--- config.mk ---
export PLATFORM = sky130hd
export DESIGN_NAME = instr_sequencer_flat
export DESIGN_NICKNAME = d
export VERILOG_FILES = /design/src/rtl/instr_sequencer_if.sv /design/src/rtl/instr_sequencer.sv /design/src/flat_wrapper.sv
export SDC_FILE = /design/constraint.sdc
export NUM_CORES = 1
export LEC_CHECK = 0
export CORE_ASPECT_RATIO = 0.7
export CORE_MARGIN = 2
export CORE_UTILIZATION = 35
export DETAILED_ROUTE_END_ITERATION = 7
export PLACE_DENSITY = 0.76
export SYNTH_ARGS = -nofsm -noshare
export SYNTH_HDL_FRONTEND = slang
export SYNTH_SLANG_ARGS = --single-unit
--- constraint.sdc ---
create_clock -name clk -period 1.85 [get_ports clk]
set_clock_uncertainty 0.05 [all_clocks]
set_input_delay 0.185 -clock clk [delete_from_list [all_inputs] [get_ports clk]]
set_output_delay 0.185 -clock clk [all_outputs]
set_load 0.03 [all_outputs]
--- src/rtl/instr_sequencer_if.sv ---
`default_nettype none
// ----------------------------------------------------------------------
// instr_sequencer_if : instruction handshake and register-file/ALU bundle
// Revision: 1.0
// ----------------------------------------------------------------------
interface instr_sequencer_if;
    logic        instr_valid;
    logic [15:0] instr;
    logic        instr_ready;
    logic [3:0]  ALUControl;
    logic [3:0]  readReg1;
    logic [3:0]  readReg2;
    logic [3:0]  writeReg;
    logic [31:0] writeData;
    logic        writeEnable;
    logic [31:0] ALUResult;
    logic        Zero;
    logic        zero_flag;
    logic [15:0] retired_count;

    modport slave (
        input  instr_valid, instr, ALUResult, Zero,
        output instr_ready, ALUControl, readReg1, readReg2, writeReg,
               writeData, writeEnable, zero_flag, retired_count
    );

    modport master (
        output instr_valid, instr, ALUResult, Zero,
        input  instr_ready, ALUControl, readReg1, readReg2, writeReg,
               writeData, writeEnable, zero_flag, retired_count
    );
endinterface
`default_nettype wire

--- src/rtl/instr_sequencer.sv ---
`default_nettype none
// ----------------------------------------------------------------------
// instr_sequencer : IDLE/DECODE/EXECUTE/WRITEBACK instruction sequencer.
//   Define INSTR_SEQUENCER_SKIPZ_EN to enable the SKIPZ (op 4'hE) feature.
// Revision: 1.0
// ----------------------------------------------------------------------
module instr_sequencer (
    input  wire logic        clk,
    input  wire logic        reset,
    instr_sequencer_if.slave bus
);
    typedef enum logic [1:0] {
        IDLE      = 2'd0,
        DECODE    = 2'd1,
        EXECUTE   = 2'd2,
        WRITEBACK = 2'd3
    } state_t;

    localparam logic [3:0] c_OP_LOADI = 4'hF;
`ifdef INSTR_SEQUENCER_SKIPZ_EN
    localparam logic [3:0] c_OP_SKIPZ = 4'hE;
    logic        r_skip;
`endif

    state_t      r_state;
    state_t      w_state_nxt;
    logic [15:0] r_instr;
    logic [3:0]  r_alu_ctrl;
    logic [3:0]  r_rd1;
    logic [3:0]  r_rd2;
    logic [3:0]  r_wr_reg;
    logic [31:0] r_wr_data;
    logic        r_wr_en;
    logic        r_zero_flag;
    logic [15:0] r_retired;
    logic [3:0]  w_op;
    logic [3:0]  w_rd;

    assign w_op = r_instr[15:12];
    assign w_rd = r_instr[11:8];

    always_comb begin
        w_state_nxt = r_state;
        case (r_state)
            IDLE: begin
                if (bus.instr_valid) w_state_nxt = DECODE;
            end
            DECODE: begin
`ifdef INSTR_SEQUENCER_SKIPZ_EN
                if (r_skip || (w_op == c_OP_SKIPZ)) w_state_nxt = IDLE;
                else
`endif
                if (w_op == c_OP_LOADI) w_state_nxt = WRITEBACK;
                else                    w_state_nxt = EXECUTE;
            end
            EXECUTE:   w_state_nxt = WRITEBACK;
            WRITEBACK: w_state_nxt = IDLE;
            default:   w_state_nxt = IDLE;
        endcase
    end

    // The write strobe is set on entry to WRITEBACK and dropped on the next edge,
    // so it is high exactly while the FSM sits in WRITEBACK.
    always_ff @(posedge clk or negedge reset) begin
        if (!reset) begin
            r_state     <= IDLE;
            r_instr     <= 16'h0000;
            r_alu_ctrl  <= 4'h0;
            r_rd1       <= 4'h0;
            r_rd2       <= 4'h0;
            r_wr_reg    <= 4'h0;
            r_wr_data   <= 32'h0000_0000;
            r_wr_en     <= 1'b0;
            r_zero_flag <= 1'b0;
            r_retired   <= 16'h0000;
`ifdef INSTR_SEQUENCER_SKIPZ_EN
            r_skip      <= 1'b0;
`endif
        end else begin
            r_state <= w_state_nxt;
            r_wr_en <= 1'b0;
            case (r_state)
                IDLE: begin
                    if (bus.instr_valid) r_instr <= bus.instr;
                end
                DECODE: begin
`ifdef INSTR_SEQUENCER_SKIPZ_EN
                    if (r_skip) begin
                        r_skip <= 1'b0;
                    end else if (w_op == c_OP_SKIPZ) begin
                        r_skip    <= r_zero_flag;
                        r_retired <= r_retired + 16'd1;
                    end else
`endif
                    if (w_op == c_OP_LOADI) begin
                        r_wr_reg  <= w_rd;
                        r_wr_data <= {24'h000000, r_instr[7:0]};
                        r_wr_en   <= (w_rd != 4'h0);
                    end else begin
                        r_alu_ctrl <= w_op;
                        r_rd1      <= r_instr[7:4];
                        r_rd2      <= r_instr[3:0];
                    end
                end
                EXECUTE: begin
                    r_wr_data   <= bus.ALUResult;
                    r_zero_flag <= bus.Zero;
                    r_wr_reg    <= w_rd;
                    r_wr_en     <= (w_rd != 4'h0);
                end
                WRITEBACK: begin
                    r_retired <= r_retired + 16'd1;
                end
                default: ;
            endcase
        end
    end

    assign bus.instr_ready   = (r_state == IDLE);
    assign bus.ALUControl    = r_alu_ctrl;
    assign bus.readReg1      = r_rd1;
    assign bus.readReg2      = r_rd2;
    assign bus.writeReg      = r_wr_reg;
    assign bus.writeData     = r_wr_data;
    assign bus.writeEnable   = r_wr_en;
    assign bus.zero_flag     = r_zero_flag;
    assign bus.retired_count = r_retired;
endmodule
`default_nettype wire

--- src/flat_wrapper.sv ---
// flat-port wrapper written by rule: the top's interface ports become plain ports
module instr_sequencer_flat 
  (clk, reset, bus_instr_valid, bus_instr, bus_ALUResult, bus_Zero, bus_instr_ready, bus_ALUControl, bus_readReg1, bus_readReg2, bus_writeReg, bus_writeData, bus_writeEnable, bus_zero_flag, bus_retired_count);
  instr_sequencer_if bus_i ();
  input  wire logic clk;
  input  wire logic reset;
  input wire logic [$bits(bus_i.instr_valid)-1:0] bus_instr_valid;
  input wire logic [$bits(bus_i.instr)-1:0] bus_instr;
  input wire logic [$bits(bus_i.ALUResult)-1:0] bus_ALUResult;
  input wire logic [$bits(bus_i.Zero)-1:0] bus_Zero;
  output wire logic [$bits(bus_i.instr_ready)-1:0] bus_instr_ready;
  output wire logic [$bits(bus_i.ALUControl)-1:0] bus_ALUControl;
  output wire logic [$bits(bus_i.readReg1)-1:0] bus_readReg1;
  output wire logic [$bits(bus_i.readReg2)-1:0] bus_readReg2;
  output wire logic [$bits(bus_i.writeReg)-1:0] bus_writeReg;
  output wire logic [$bits(bus_i.writeData)-1:0] bus_writeData;
  output wire logic [$bits(bus_i.writeEnable)-1:0] bus_writeEnable;
  output wire logic [$bits(bus_i.zero_flag)-1:0] bus_zero_flag;
  output wire logic [$bits(bus_i.retired_count)-1:0] bus_retired_count;
  assign bus_i.instr_valid = bus_instr_valid;
  assign bus_i.instr = bus_instr;
  assign bus_i.ALUResult = bus_ALUResult;
  assign bus_i.Zero = bus_Zero;
  assign bus_instr_ready = bus_i.instr_ready;
  assign bus_ALUControl = bus_i.ALUControl;
  assign bus_readReg1 = bus_i.readReg1;
  assign bus_readReg2 = bus_i.readReg2;
  assign bus_writeReg = bus_i.writeReg;
  assign bus_writeData = bus_i.writeData;
  assign bus_writeEnable = bus_i.writeEnable;
  assign bus_zero_flag = bus_i.zero_flag;
  assign bus_retired_count = bus_i.retired_count;
  instr_sequencer u_core (.clk(clk), .reset(reset), .bus(bus_i));
endmodule
==> flow_summary.json <==
{
  "wl_met2_um": 3560,
  "synth_compound_area_share_pct": 8.89,
  "synth_top_family_by_area": "multiplexers",
  "antenna_found_initial": 0,
  "htree_levels": 3,
  "start_util_pct": 36.5,
  "drc": 0,
  "power.density_mw_per_mm2": 1940,
  "place.gp.congestion": 0.696,
  "syn_nets": 296,
  "avgSynthCellArea_um2": 14.1,
  "start_kind": "register",
  "core_mm2": 0.00922,
  "cts_tree": "yes",
  "place_area_mm2": 0.00470,
  "fp-row-count": 29,
  "drv_cap": 0,
  "regToRegEndpoint": "u_core.bus.writeReg[2]$_DFFE_PN0P_",
  "cts_root_buf": "clkbuf_16",
  "via_per_inst": 4.80,
  "timing.final.ws_setup_ns": 0.0646,
  "synthCells": 238,
  "nets": 424,
  "wl_per_cell_um": 16.1,
  "fin_crit_sh_pct": 96.5,
  "crit_start": "u_core.r_state[1]$_DFFE_PN0P_",
  "synth_xor_area_share_pct": 3.91,
  "cts_num_sinks": 84,
  "routed_wl_um": 7980,
  "endpoint": "u_core.bus.writeReg[2]$_DFFE_PN0P_",
  "worstPathCellList": "inv_1 > ha_1 > inv_1 > o21a_4 > buf_12 > mux2_2",
  "setup_viol": 0,
  "wl_met1_um": 3600,
  "top_layer": "met4",
  "hold_class": "in -> async",
  "synth_seq_cells": 84,
  "fin_area_mm2": 0.00507,
  "required_ns": 2.02,
  "grt_max_degree": 46,
  "overflow": 0,
  "yosys.area.top_type": "dfrtp_1",
  "dr_wl_met3_um": 763,
  "ys_types": 30,
  "track_usage_pct": 15.9,
  "clkTransAtPathRegs_ns": 0.06,
  "die-area_mm2": 0.0104,
  "yosysWarningCount": 0,
  "clk_path_buf_depth": 2,
  "rsz0062_at_grt": "false",
  "cts_made_buffers": 9,
  "drv_slew": 0,
  "place_worst_setup_slack_ns": 0.0489,
  "grt_pass1_vias": 2471,
  "port_buffers": 118,
  "leakage_nw": 2.21,
  "firstDrtPassIters": 4,
  "synth-adder-area-share_pct": 2.23,
  "max_freq_mhz": 560,
  "dr.first_iter.drc_count": 107,
  "outcome": "complete, no violations",
  "insertion_delay_ns": 0.34,
  "slowest_stage": "dfrtp_1",
  "setup_tns_ns": 0,
  "path_common_cell": "inv_1",
  "die_width_um": 121,
  "holdWs_ns": 0.400,
  "grt_pass1_wl_um": 12600,
  "final_hold_viol_count": 0,
  "stdcell_count": 494,
  "syn_area_mm2": 0.00336,
  "r2r_cells": 6,
  "drive_gt1_share_pct": 17.6,
  "totalPowerFinal_mw": 9.85,
  "ir_worst_vdd_v": 0.000977,
  "worstPathArrival_ns": 1.95,
  "vias": 2370,
  "critPathMaxStageDelay_ns": 0.41,
  "r2r_start": "u_core.r_state[1]$_DFFE_PN0P_",
  "placed_cells": 476,
  "synth_top_area_share_pct": 62.5,
  "diodes": 0,
  "cp_max_fo": 22,
  "synthMuxAreaShare_pct": 13.4,
  "rrSetupSlack_ns": 0.06,
  "end_kind": "register",
  "relSlewSlack_pct": 60.5,
  "min_period_ns": 1.79,
  "chipHeight_um": 86,
  "worst_pin_slew_ns": 0.592,
  "yosys.area_share.simple_pct": 5.69,
  "area_delta_synth_final_pct": 50.8,
  "pin_count": 119,
  "ant_nets": 0,
  "critPathKind": "reg -> reg",
  "ys_seq_area_share_pct": 62.5,
  "post-dp-hpwl_um": 5550,
  "utilization_pct": 55.0,
  "synth_area_leaders": "dfrtp_1, mux2_2, a22o_1"
}
-- metal layers --
metal | track usage, % | vias to the layer above
met4 | 3.45 | 0
li1 | - | 1100
met2 | 25.0 | 95
met1 | 19.9 | 1167
met5 | 0 | -
met3 | 7.78 | 8
-- synth_stat cells --
master      n
a22o_1     24
a2bb2oi_1   2
and2_1      1
and3_1      1
and4_1      2
buf_2       5
buf_4       2
buf_6       4
dfrtp_1    84
ha_1        6
inv_1       7
mux2_2     33
mux2i_1     8
nand2_1    14
nand2_2     1
nand2b_1    1
nand3_1     2
nand4_1     5
nand4_2     1
nor2_1      4
nor2_2      1
nor2b_1     1
nor3_1      1
nor3_2      1
o21a_1      1
o21ai_0     8
o31ai_1     2
o41ai_1     1
xnor2_1    11
xor2_1      4
-- cells by family after synthesis --
| group | count (synthesis) |
|---|---|
| flip-flops | 84 |
| AO/OA/AOI/OAI | 38 |
| adder cells (fa/ha/maj) | 6 |
| multiplexers | 41 |
| buffers and inverters | 18 |
| AND/OR/NAND/NOR | 36 |
| XOR/XNOR | 15 |
-- what timing repair did --
item	in CTS	in global routing
pin swaps	0	2
buffers inserted	0	1
gates resized for setup	1	6
cloned	0	1
hold buffers	1	0
endpoints found under the setup margin	1	11
endpoints found under the hold margin	43	0
-- state kept, by name (all words and copies together) (netlist names), 2 cells and up --
signal and count:
u_core.r_instr 16, u_core.bus.readReg1 4, u_core.bus.retired_count 16, u_core.bus.readReg2 4, u_core.bus.writeData 32, u_core.bus.writeReg 4, u_core.r_state 2, u_core.bus.ALUControl 4
-- cells in the final DEF, fill, tap and decap left out, drive strengths merged, types with 4 or more instances in the layout --
master	synthesis	routed
xor2	4	4
a22o	24	24
nor2	5	5
nand4	6	6
clkdlybuf4s50	0	116
clkinv	0	4
inv	7	7
mux2	33	33
nand2	15	15
mux2i	8	8
clkbuf	0	10
ha	6	6
buf	11	9
xnor2	11	11
o21ai	8	8
dfrtp	84	84
-- power by group --
part	switching (mW)	internal (mW)
clock	0.686	1.16
combinational	2.51	2.29
sequential	0.537	2.67
total	3.73	6.12
-- critical path, delay by kind of cell (launching register included) --
kind,cells,cell delay (ns)
adders and majority gates,1,0.22
muxes,1,0.35
AOI/OAI and AO/OA,1,0.20
DFF,1,0.41
buffers and inverters,3,0.42
-- how the worst min path moves through the flow --
stage	from	endpoint	slack, ns
2_1_floorplan	reset	u_core.bus.ALUControl[0]$_DFFE_PN0P_	-0.16
3_3_place_gp	reset	u_core.bus.writeReg[0]$_DFFE_PN0P_	0.17
3_5_place_dp	reset	u_core.bus.retired_count[5]$_DFFE_PN0N_	0.18
4_1_cts	reset	u_core.bus.retired_count[5]$_DFFE_PN0N_	0.39
5_1_grt	bus_ALUResult[10]	u_core.bus.writeData[10]$_DFFE_PN0P_	0.39
6_report	reset	u_core.bus.retired_count[5]$_DFFE_PN0N_	0.40
-- cell type report --
type | count | area, um^2
fill | 800 | 4150
sequential | 84 | 2100
timing repair buffer | 128 | 1310
multi-input combinational | 136 | 1160
clock buffer | 9 | 225
tap | 124 | 155
clock inverter | 6 | 80.1
inverter | 7 | 26.3
Power figures use the tool's default switching activity.
==> edit 1 (same flow settings) <==
Encoding of `state_t`: now Gray code (2 bits for 4 states).
--- a/src/rtl/instr_sequencer.sv
+++ b/src/rtl/instr_sequencer.sv
@@ -10,10 +10,10 @@
     instr_sequencer_if.slave bus
 );
     typedef enum logic [1:0] {
-        IDLE      = 2'd0,
-        DECODE    = 2'd1,
-        EXECUTE   = 2'd2,
-        WRITEBACK = 2'd3
+        IDLE      = 2'b00,
+        DECODE    = 2'b01,
+        EXECUTE   = 2'b11,
+        WRITEBACK = 2'b10
     } state_t;
 
     localparam logic [3:0] c_OP_LOADI = 4'hF;
Function: no difference found for any inputs over 10 cycles, from zero or initial values and one cycle with reset low; not proved beyond that.
==> edit 1 against the original RTL <==
- worst setup slack improved by 43 ps
- final area fell by 1.6%
- maximum frequency rose by 2.5%
- largest power group unchanged
- register-to-register slack improved by 70 ps
- sequential cell count did not move
- synthesized area fell by 2.1%
- routed wire length fell by 5.9%
- total power fell by 2.9%
- critical path type is now flop to primary output
==> edit 1: results <==
export IMPL_yosys_top_cells_count="84 x dfrtp_1, 25 x mux2_2, 24 x a22o_1"
export IMPL_drt_first_iter_violations=76
export IMPL_n_fill_cell=776
export IMPL_grt_usage_pct=15.9
export IMPL_drt_wl_total_um=7510
export IMPL_dpl_hpwl_um=5370
export IMPL_slew_headroom_pct=51.7
export IMPL_setup_ws_ps=108
export IMPL_path_clk_slew_ps=60
export IMPL_irDropWorstVdd_mv=0.989
export IMPL_drive_gt1_share_pct=17.6
export IMPL_ys_types=29
export IMPL_num_vias=2268
export IMPL_grt_pass1_wl_um=12500
export IMPL_dpl_cell_area_um2=4640
export IMPL_place_inst=466
export IMPL_nNetsFinal=407
export IMPL_avgRoutedWirePerCell_um=15.6
export IMPL_syn_nets=282
export IMPL_pre_cts_ws_ps=95.6
export IMPL_status="finished, final reports clean"
export IMPL_first_global_vias=2353
export IMPL_gp_congestion=0.771
export IMPL_leakagePower_nw=2.15
export IMPL_rrSetupSlack_ps=130
export IMPL_crit_fanout=6
export IMPL_syn_inst=229
export IMPL_cpPeakStageDelay_ps=720
-- edit 1: logic make-up after synthesis --
logic type / count (synthesis) / share of synthesized area [%]
AO/OA/AOI/OAI: 33 / 7.91
AND/OR/NAND/NOR: 38 / 6.23
buffers and inverters: 16 / 2.55
adder cells (fa/ha/maj): 1 / 0.380
XOR/XNOR: 15 / 3.99
multiplexers: 42 / 15.1
flip-flops: 84 / 63.9
-- edit 1: worst paths after layout --
check / start / to / cells after the start
max: u_core.bus.retired_count[0] / bus_retired_count[0] / 1
min: reset / u_core.bus.writeEnable / 2
max reg2reg: u_core.r_instr[14] / u_core.bus.readReg1[3] / 3
min reg2reg: u_core.bus.writeData[2] / u_core.bus.writeData[2] / 2
max in group asynchronous: reset / u_core.bus.writeData[14] / 3
min in group clk: bus_ALUResult[9] / u_core.bus.writeData[9] / 2
-- edit 1: power by group --
group / internal [mW] / switching [mW]
Combinational: 2.12 / 2.23
Sequential: 2.65 / 0.554
Clock: 1.32 / 0.699
Total: 6.09 / 3.48
-- edit 1: cell type report --
| type | instances | area [um^2] | area share [%] |
|---|---|---|---|
| clock inverter | 6 | 113 | 2.26 |
| tap | 124 | 155 | 3.11 |
| timing repair buffer | 127 | 1270 | 25.5 |
| sequential | 84 | 2100 | 42.1 |
| inverter | 3 | 11.3 | 0.226 |
| multi-input combinational | 129 | 1110 | 22.2 |
| clock buffer | 9 | 225 | 4.52 |
-- edit 1: what timing repair did --
action,in CTS,in global routing
setup endpoints to repair,1,0
hold endpoints to repair,37,0
hold buffers,1,0
resized for setup,1,0
-- edit 1: metal layers --
layer | vias to the layer above | GRT usage [%] | wire, um
met5 | - | 0 | 0
met4 | 0 | 4.49 | 71
met3 | 9 | 6.32 | 517
met2 | 82 | 23.0 | 3270
met1 | 1117 | 22.3 | 3640
li1 | 1060 | - | -
==> edit 2 (config.mk and constraints unchanged) <==
Made on the original files. Build with the macro `INSTR_SEQUENCER_SKIPZ_EN` defined.
--- a/src/rtl/instr_sequencer.sv
+++ b/src/rtl/instr_sequencer.sv
@@ -4,6 +4,8 @@
 //   Define INSTR_SEQUENCER_SKIPZ_EN to enable the SKIPZ (op 4'hE) feature.
 // Revision: 1.0
 // ----------------------------------------------------------------------
+`define INSTR_SEQUENCER_SKIPZ_EN
+
 module instr_sequencer (
     input  wire logic        clk,
     input  wire logic        reset,
Behaviour: not the same (a bounded check fails within 4 cycles, from zero or initial values and one cycle with reset low).
==> edit 2 against the original RTL <==
- worst setup slack improved by 41 ps
- total power fell by 3.3%
- final area rose by 4.1%
- synthesized cell count rose by 6.7%
- largest cell class unchanged
- critical endpoint is now u_core.bus.writeReg[0]
- sequential cell count rose by 1
- synthesized area rose by 2.0%
- routed wire length rose by 4.3%
- non-clock buffer count rose by 9
- global-route usage rose by 0.74 points
==> edit 2: results <==
export IMPL_drt_wl_total_um=8320
export IMPL_synth_xor_xnor_area_share_pct=3.83
export IMPL_grt_util_met2_pct=24.6
export IMPL_dr_wl_met2_um=3770
export IMPL_grt_pass1_wl_um=13400
export IMPL_crit_fanout=6
export IMPL_nNetsFinal=451
export IMPL_grt_max_degree=44
export IMPL_cpPeakStageDelay_ps=440
export IMPL_drive_gt1_share_pct=18.9
export IMPL_dpl_hpwl_um=6110
export IMPL_syn_nets=311
export IMPL_irDropWorstVdd_mv=0.726
export IMPL_p_sw_share_pct=37.9
export IMPL_cp_top_family="flip-flops"
export IMPL_dpl_cell_area_um2=4900
export IMPL_htree_levels=3
export IMPL_first_global_vias=2663
export IMPL_pre_cts_ws_ps=-177
export IMPL_tightest_slew_ps=621
export IMPL_crit_arrival_ps=1910
export IMPL_synthAdderAreaFrac_pct=1.82
export IMPL_ys_seq_area_share_pct=62.0
export IMPL_place_inst=510
export IMPL_num_vias=2550
export IMPL_clkPwrFrac_pct=18.5
export IMPL_wl_met1_um=3950
export IMPL_wl_met3_um=448
export IMPL_power_density_nw_per_um2=1800
export IMPL_gp_congestion=0.754
export IMPL_synth_compound_area_share_pct=10.3
export IMPL_grt_use_met3_pct=5.33
export IMPL_leakagePower_nw=2.30
export IMPL_ys_top_cells_by_area="dfrtp_1 62%, mux2_2 10%, a22o_1 6.1%"
export IMPL_status="finished, final reports clean"
export IMPL_syn_inst=254
export IMPL_grt_usage_pct=16.6
export IMPL_drt_first_iter_violations=125
## edit 2: final timing paths
check | startpoint | to | slack [ps] | cells past startpoint
max in group asynchronous | reset | u_core.bus.writeData[16] | 900 | 3
setup / recovery | u_core.r_state[0] | u_core.bus.writeReg[0] | 110 | 5
min in group clk | bus_ALUResult[25] | u_core.bus.writeData[25] | 410 | 2
setup reg to reg | u_core.r_state[0] | u_core.bus.writeReg[0] | 110 | 5
hold reg to reg | u_core.bus.retired_count[15] | u_core.bus.retired_count[15] | 430 | 1
hold / removal | reset | u_core.bus.readReg2[2] | 290 | 2
## edit 2: repair_timing
| item | 4_1_cts | 5_1_grt |
|---|---|---|
| pin swaps | 1 | 4 |
| gates resized for setup | 8 | 8 |
| hold endpoints to repair | 29 | 0 |
| hold buffers | 1 | 0 |
| endpoints found under the setup margin | 40 | 56 |
## edit 2: cell type report
cell class	count	area, um^2	area share (%)
Inverter	4	15.0	0.284
Multi-Input combinational cell	157	1340	25.4
Timing Repair Buffer	137	1350	25.5
Tap cell	128	160	3.03
Clock inverter	2	35.0	0.664
Clock buffer	11	253	4.79
Sequential cell	85	2130	40.3
## edit 2: stage by stage
| stage | hold slack, ps | util [%] |
|---|---|---|
| after global routing | 325 | 54.9 |
| final | 294 | 54.9 |
| after CTS | 302 | 54.7 |
| after detailed placement | 103 | 51.0 |
| after floorplan | -161 | - |
| after global placement | 95.3 | 51.0 |
## edit 2: kinds of logic (layout without fill, tap and decap cells)
logic type | count (synthesis) | after routing
DFF | 85 | 85
and+or+nand+nor | 53 | 53
AOI/OAI and AO/OA | 45 | 45
muxes | 39 | 39
xor gates and xnor gates | 15 | 15
buffers and inverters | 12 | 154
adders and majority gates | 5 | 5
